<file path="src/rtl/main_mem_loader_pkg.sv">
// Shared types and channel geometry for the main-memory loader.
package main_mem_loader_pkg;

  typedef enum logic [2:0] {
    ST_IDLE,
    ST_LOAD,
    ST_WRITE,
    ST_START,
    ST_RUN,
    ST_RD_REQ,
    ST_RD_WAIT,
    ST_EMIT
  } state_t;

  localparam logic [6:0] ACCESS_SIZE_32 = 7'd32;
  localparam int ADDR_CH_W = 9;
  localparam int DATA_CH_W = 64;
  localparam int SIZE_CH_W = 7;
  localparam int N_CH      = 2;
  localparam int CH0       = 0;

  // Byte address of a word, truncated to the slave's per-channel address width.
  function automatic logic [ADDR_CH_W-1:0] word_addr(input logic [31:0] base,
                                                     input logic [31:0] idx);
    logic [31:0] byte_addr;
    byte_addr = base + (idx << 2);
    return byte_addr[ADDR_CH_W-1:0];
  endfunction

endpackage

</file>
<file path="src/rtl/main_mem_loader_slave_drv.sv">
// Packs the channel-0 access fields onto the two-channel slave buses; channel 1
// and all unused bits are driven to zero.
module main_mem_loader_slave_drv
  import main_mem_loader_pkg::*;
(
  input  logic                      oe,
  input  logic                      we,
  input  logic [ADDR_CH_W-1:0]      addr,
  input  logic [31:0]               wdata,
  input  logic [SIZE_CH_W-1:0]      size,
  output logic [N_CH-1:0]           S_oe_ram,
  output logic [N_CH-1:0]           S_we_ram,
  output logic [N_CH*ADDR_CH_W-1:0] S_addr_ram,
  output logic [N_CH*DATA_CH_W-1:0] S_Wdata_ram,
  output logic [N_CH*SIZE_CH_W-1:0] S_data_ram_size
);

  always_comb begin
    S_oe_ram        = '0;
    S_we_ram        = '0;
    S_addr_ram      = '0;
    S_Wdata_ram     = '0;
    S_data_ram_size = '0;
    S_oe_ram[CH0]   = oe;
    S_we_ram[CH0]   = we;
    S_addr_ram[CH0*ADDR_CH_W +: ADDR_CH_W]      = addr;
    S_Wdata_ram[CH0*DATA_CH_W +: 32]            = wdata;
    S_data_ram_size[CH0*SIZE_CH_W +: SIZE_CH_W] = size;
  end

endmodule

</file>
<file path="src/rtl/main_mem_loader.sv">
// Loads N_WORDS words into accelerator memory, starts it, waits for done and
// streams the results back. Optional counter: MAIN_MEM_LOADER_CYCLE_COUNT_EN.
//   state   | meaning
//   IDLE    | one-cycle gap before a new run
//   LOAD    | waiting for an input word
//   WRITE   | write strobe for the accepted word
//   START   | one-cycle accelerator start pulse
//   RUN     | waiting for done_port
//   RD_REQ  | read strobe for word idx
//   RD_WAIT | waiting for channel-0 data ready
//   EMIT    | presenting the read word until out_ready
module main_mem_loader
  import main_mem_loader_pkg::*;
#(
  parameter int N_WORDS   = 100,
  parameter int BASE_ADDR = 0
) (
  input  logic         clock,
  input  logic         reset,
  input  logic         in_valid,
  input  logic [31:0]  in_data,
  output logic         in_ready,
  output logic [1:0]   S_oe_ram,
  output logic [1:0]   S_we_ram,
  output logic [17:0]  S_addr_ram,
  output logic [127:0] S_Wdata_ram,
  output logic [13:0]  S_data_ram_size,
  input  logic [127:0] Sout_Rdata_ram,
  input  logic [1:0]   Sout_DataRdy,
  output logic         start_port,
  input  logic         done_port,
  output logic         out_valid,
  output logic [31:0]  out_data,
  input  logic         out_ready,
  output logic         busy,
  output logic [31:0]  cycle_count
);

  localparam int IDX_W = (N_WORDS > 1) ? $clog2(N_WORDS) : 1;
  localparam logic [IDX_W-1:0] LAST_IDX = IDX_W'(N_WORDS - 1);

  state_t                 state, state_nxt;
  logic [IDX_W-1:0]       idx;
  logic [31:0]            word_q;
  logic [31:0]            rdata_q;
  logic                   idx_step;
  logic                   oe, we;
  logic [ADDR_CH_W-1:0]   addr;
  logic                   unused_inputs;

  assign unused_inputs = ^{Sout_Rdata_ram[127:32], Sout_DataRdy[1]};

  // idx wraps to 0 after the last word of both the load and the read-back pass.
  assign idx_step = (state == ST_WRITE) || (state == ST_EMIT && out_ready);

  always_ff @(posedge clock) begin
    if (reset) begin
      state   <= ST_IDLE;
      idx     <= '0;
      word_q  <= '0;
      rdata_q <= '0;
    end else begin
      state <= state_nxt;
      if (state == ST_LOAD && in_valid)
        word_q <= in_data;
      if (state == ST_RD_WAIT && Sout_DataRdy[CH0])
        rdata_q <= Sout_Rdata_ram[31:0];
      if (idx_step)
        idx <= (idx == LAST_IDX) ? '0 : idx + 1'b1;
    end
  end

  always_comb begin
    state_nxt  = state;
    in_ready   = 1'b0;
    oe         = 1'b0;
    we         = 1'b0;
    start_port = 1'b0;
    out_valid  = 1'b0;
    case (state)
      ST_IDLE:    state_nxt = ST_LOAD;
      ST_LOAD: begin
        in_ready = 1'b1;
        if (in_valid) state_nxt = ST_WRITE;
      end
      ST_WRITE: begin
        we        = 1'b1;
        state_nxt = (idx == LAST_IDX) ? ST_START : ST_LOAD;
      end
      ST_START: begin
        start_port = 1'b1;
        state_nxt  = ST_RUN;
      end
      ST_RUN:     if (done_port) state_nxt = ST_RD_REQ;
      ST_RD_REQ: begin
        oe        = 1'b1;
        state_nxt = ST_RD_WAIT;
      end
      ST_RD_WAIT: if (Sout_DataRdy[CH0]) state_nxt = ST_EMIT;
      ST_EMIT: begin
        out_valid = 1'b1;
        if (out_ready) state_nxt = (idx == LAST_IDX) ? ST_IDLE : ST_RD_REQ;
      end
      default:    state_nxt = ST_IDLE;
    endcase
  end

  assign busy     = (state != ST_IDLE);
  assign out_data = out_valid ? rdata_q : '0;
  assign addr     = (oe || we) ? word_addr(32'(BASE_ADDR), 32'(idx)) : '0;

  main_mem_loader_slave_drv u_slave_drv (
    .oe              (oe),
    .we              (we),
    .addr            (addr),
    .wdata           (we ? word_q : 32'd0),
    .size            ((oe || we) ? ACCESS_SIZE_32 : 7'd0),
    .S_oe_ram        (S_oe_ram),
    .S_we_ram        (S_we_ram),
    .S_addr_ram      (S_addr_ram),
    .S_Wdata_ram     (S_Wdata_ram),
    .S_data_ram_size (S_data_ram_size)
  );

`ifdef MAIN_MEM_LOADER_CYCLE_COUNT_EN
  logic [31:0] cyc_q;

  // Cleared by the start pulse, counts RUN cycles, saturates, holds otherwise.
  always_ff @(posedge clock) begin
    if (reset)
      cyc_q <= '0;
    else if (state == ST_START)
      cyc_q <= '0;
    else if (state == ST_RUN && cyc_q != '1)
      cyc_q <= cyc_q + 1'b1;
  end

  assign cycle_count = cyc_q;
`else
  assign cycle_count = '0;
`endif

endmodule
</file>
<file path="config.mk">
export PLATFORM = sky130hd
export DESIGN_NAME = main_mem_loader
export DESIGN_NICKNAME = d
export VERILOG_FILES = /design/src/rtl/main_mem_loader_pkg.sv /design/src/rtl/main_mem_loader_slave_drv.sv /design/src/rtl/main_mem_loader.sv
export SDC_FILE = /design/constraint.sdc
export NUM_CORES = 1
export LEC_CHECK = 0
export CORE_AREA = 2 2 153 155
export DETAILED_ROUTE_END_ITERATION = 8
export DIE_AREA = 0 0 155 157
export HOLD_SLACK_MARGIN = 0.1
export PLACE_DENSITY = 0.59
export SLEW_MARGIN = 20
export SYNTH_ARGS = -nofsm -noshare
export SYNTH_HDL_FRONTEND = slang
export SYNTH_SLANG_ARGS = --single-unit
export TNS_END_PERCENT = 1
</file>
<file path="constraint.sdc">
create_clock -name clock -period 5.1 [get_ports clock]
set_clock_uncertainty 0.05 [all_clocks]
set_input_delay 1.02 -clock clock [delete_from_list [all_inputs] [get_ports clock]]
set_output_delay 1.02 -clock clock [all_outputs]
set_load 0.03 [all_outputs]
</file>
==> results.tsv <==
stage	metric	value	unit
logic_synthesis	syn_area_per_cell	7.60	µm²
route	drt drc	0	
logic_synthesis	compound-cell area share of the yosys netlist	10.3	%
logic_synthesis	Mapped Cells	590	
sta	Slew headroom	43.5	%
final_layout	Core Util, Final	26.2	%
sta	unrepaired setup endpoints after global routing	no	
logic_synthesis	Synth top cells by count	buf_4 (157), nand2_1 (137), dfxtp_1 (74), and2_1 (72), a21oi_1 (68)	
global_route	vias in the first global route	3173	
floorplan	Row Count	55	
route	via count	3585	
critical_path	startpoint types	flip-flop	
final_layout	cell area after layout	5900	µm²
sta	fmax	0.236	GHz
logic_synthesis	mux share of post-synthesis cell area	0.223	%
critical_path	critical path required time	4.03	ns
sta	Worst Tran Pin Value	0.843	ns
logic_synthesis	Netlist Area Pre-Place	4480	µm²
floorplan	I/O pin count	399	
status	status	completed	
logic_synthesis	post-synthesis register bit count	74	
sta	final worst-path cycle share	83.2	%
clocking	clk slew on worst S/H paths	0.06	ns
logic_synthesis	xor and xnor fraction of the mapped netlist area	1.17	%
logic_synthesis	sequential area share after synthesis	33.0	%
hold_path	hold crit path type	flip-flop to flip-flop	
global_route	first-pass GRT wire length	16400	µm
critical_path	WS Path Type	flip-flop to output pin	
sta	hold slack	0.397	ns
sta	max-slew violation count	0	
final_layout	Area growth syn-to-layout	31.5	%
clocking	clk root buf	clkbuf_16	
route	ANT nets after route	0	
logic_synthesis	largest family of logic cells by synthesized area	buffers and inverters	
route	DRT Pass-1 Iters	4	
critical_path	Worst R2R Setup Slack	3.11	ns
floorplan	Initial Util	19.9	%
place	Placement Cell Area	5600	µm²
logic_synthesis	Post-synth EDFFs	0	
logic_synthesis	Warnings, synthesis	0	
logic_synthesis	cell taking the most area after synthesis	dfxtp_1	
clocking	CTS resizes	0	
run	Max Cap Violations	0	
final_layout	multi-input logic area	2240	µm²
sta	setup TNS	0	ns
final_layout	register area	1480	µm²
logic_synthesis	Area contributors post-synth	dfxtp_1 (33%), buf_4 (26%), nand2_1 (11%)	
pwr	VDD IR max	0.128	mV
route	Routed WL per cell	10.9	µm
route	final WL	11000	µm
global_route	All-Layer GR Usage	8.64	%
place	Final HPWL DP	7910	µm
logic_synthesis	post-synth cell types	34	
route	via/cell ratio	3.56	
logic_synthesis	most common cell in the synthesized netlist	buf_4	
clocking	Clock Path Buffers	2	
final_layout	Layout Cells excl Fill	1007	
place	Inst Count DP	991	
global_route	Congestion Overflow GR	0	
clocking	# hold bufs at CTS	0	
logic_synthesis	ys flop type	dfxtp_1	
clocking	# clock sinks	74	
final_layout	share of cells above drive strength 1	3.88	%
logic_synthesis	area share of the leading cell type in the synthesized netlist	33.0	%
global_route	largest net degree at the start of global routing	43	
final_layout	# nets final	885	
logic_synthesis	Async S/R FF share, synth	0	%
critical_path	CP max FO	33	
logic_synthesis	adder-cell area share of the yosys netlist	0.279	%
clocking	CTS tree	done	
clocking	H-Tree Depth	3	
pwr	PwrDens	272	nW/µm²
critical_path	Worst EP arrival	3.17	ns
floorplan	Die Wd	155	µm
sta	Hold Violations, Final	0	
sta	shortest period the worst path allows	4.24	ns
sta	Setup violations, final	0	
route	Iter 0 DRT Violations	104	
pwr	Leak	0.00229	µW
critical_path	CP Capture Type	output pin	
floorplan	core area	22500	µm²
final_layout	FILL cells	2521	
floorplan	die height	157	µm
clocking	CTS buffer count	9	
global_route	initial antenna violation count	1	
place	port bufs	147	
clocking	latest clock arrival within the worst-skew pair	0.33	ns
floorplan	total die area	24300	µm²
place	GP Congestion	0.691	
clocking	Post-CTS Setup Bufs	0	
final_layout	diode count	0	
logic_synthesis	post-synthesis simple-gate area fraction	25.1	%
## stage by stage
stage,setup WS [ns],total power (µW)
2_1_floorplan,2.47,975
3_3_place_gp,1.14,975
3_5_place_dp,1.13,977
4_1_cts,0.757,1650
5_1_grt,0.579,1700
6_report,0.855,1610
## area by class of cell
type                            count  share of cell area [%]
Clock buffer                       10                    3.88
Clock inverter                      6                    1.15
Inverter                            6                   0.382
Multi-Input combinational cell    475                    38.0
Sequential cell                    74                    25.1
Tap cell                          285                    6.05
Timing Repair Buffer              151                    25.4
## cell families after synthesis
kind of cell / count (synthesis)
flops: 74
mux: 1
simple gates: 234
xor+xnor: 6
compound gates: 79
buf+inv: 194
fa+ha+maj: 1
other cells: 1
## state kept, by name, summed over array words and instances, names as in the netlist
register	count
idx	7
word_q	32
state	3
rdata_q	32
## critical path, cell delays in order, from the launching register on
cell and delay, ns:
dfxtp_1 0.58, or3b_1 0.61, inv_1 0.70, and2_1 0.25, clkdlybuf4s50_1 0.67
## where the power goes
group / switching, µW / internal, µW / total, µW / leakage [µW]
clock network: 263 / 380 / 643 / 0.000139
logic: 251 / 91.7 / 343 / 0.00156
registers: 20.1 / 600 / 620 / 0.000599
total: 534 / 1070 / 1610 / 0.00229
## per-layer routing
layer / wire length (µm) / part of all wire, % / up-vias / GRT usage (%)
met2: 5140 / 47 / 180 / 14.5
li1: - / - / 1794 / -
met1: 4570 / 42 / 1601 / 10.0
met5: 0 / 0 / - / 0
met3: 1140 / 10 / 10 / 3.66
met4: 123 / 1.1 / 0 / 2.51
## worst paths after layout
path         cells past startpoint              end       from
max reg2reg                      5       word_q[24]   state[0]
min                              2        word_q[9]  word_q[9]
max                              4  S_Wdata_ram[27]   state[1]
min reg2reg                      2        word_q[9]  word_q[9]
## placed cells by master, fill, tap and decap left out, types with 2 or more instances in the layout
master | synthesis | layout
conb_1 | 1 | 154
clkdlybuf4s50_1 | 0 | 146
nand2_1 | 137 | 136
dfxtp_1 | 74 | 74
and2_1 | 72 | 72
a21oi_1 | 68 | 68
clkbuf_16 | 0 | 9
nor2_1 | 6 | 6
nand3_1 | 6 | 6
xnor2_1 | 6 | 6
inv_1 | 6 | 5
buf_4 | 157 | 4
a31oi_1 | 3 | 3
nand2b_1 | 2 | 2
a2111oi_4 | 2 | 2
nor2_2 | 2 | 2
clkinvlp_4 | 0 | 2
clkinv_4 | 0 | 2
Power figures use the tool's default switching activity.
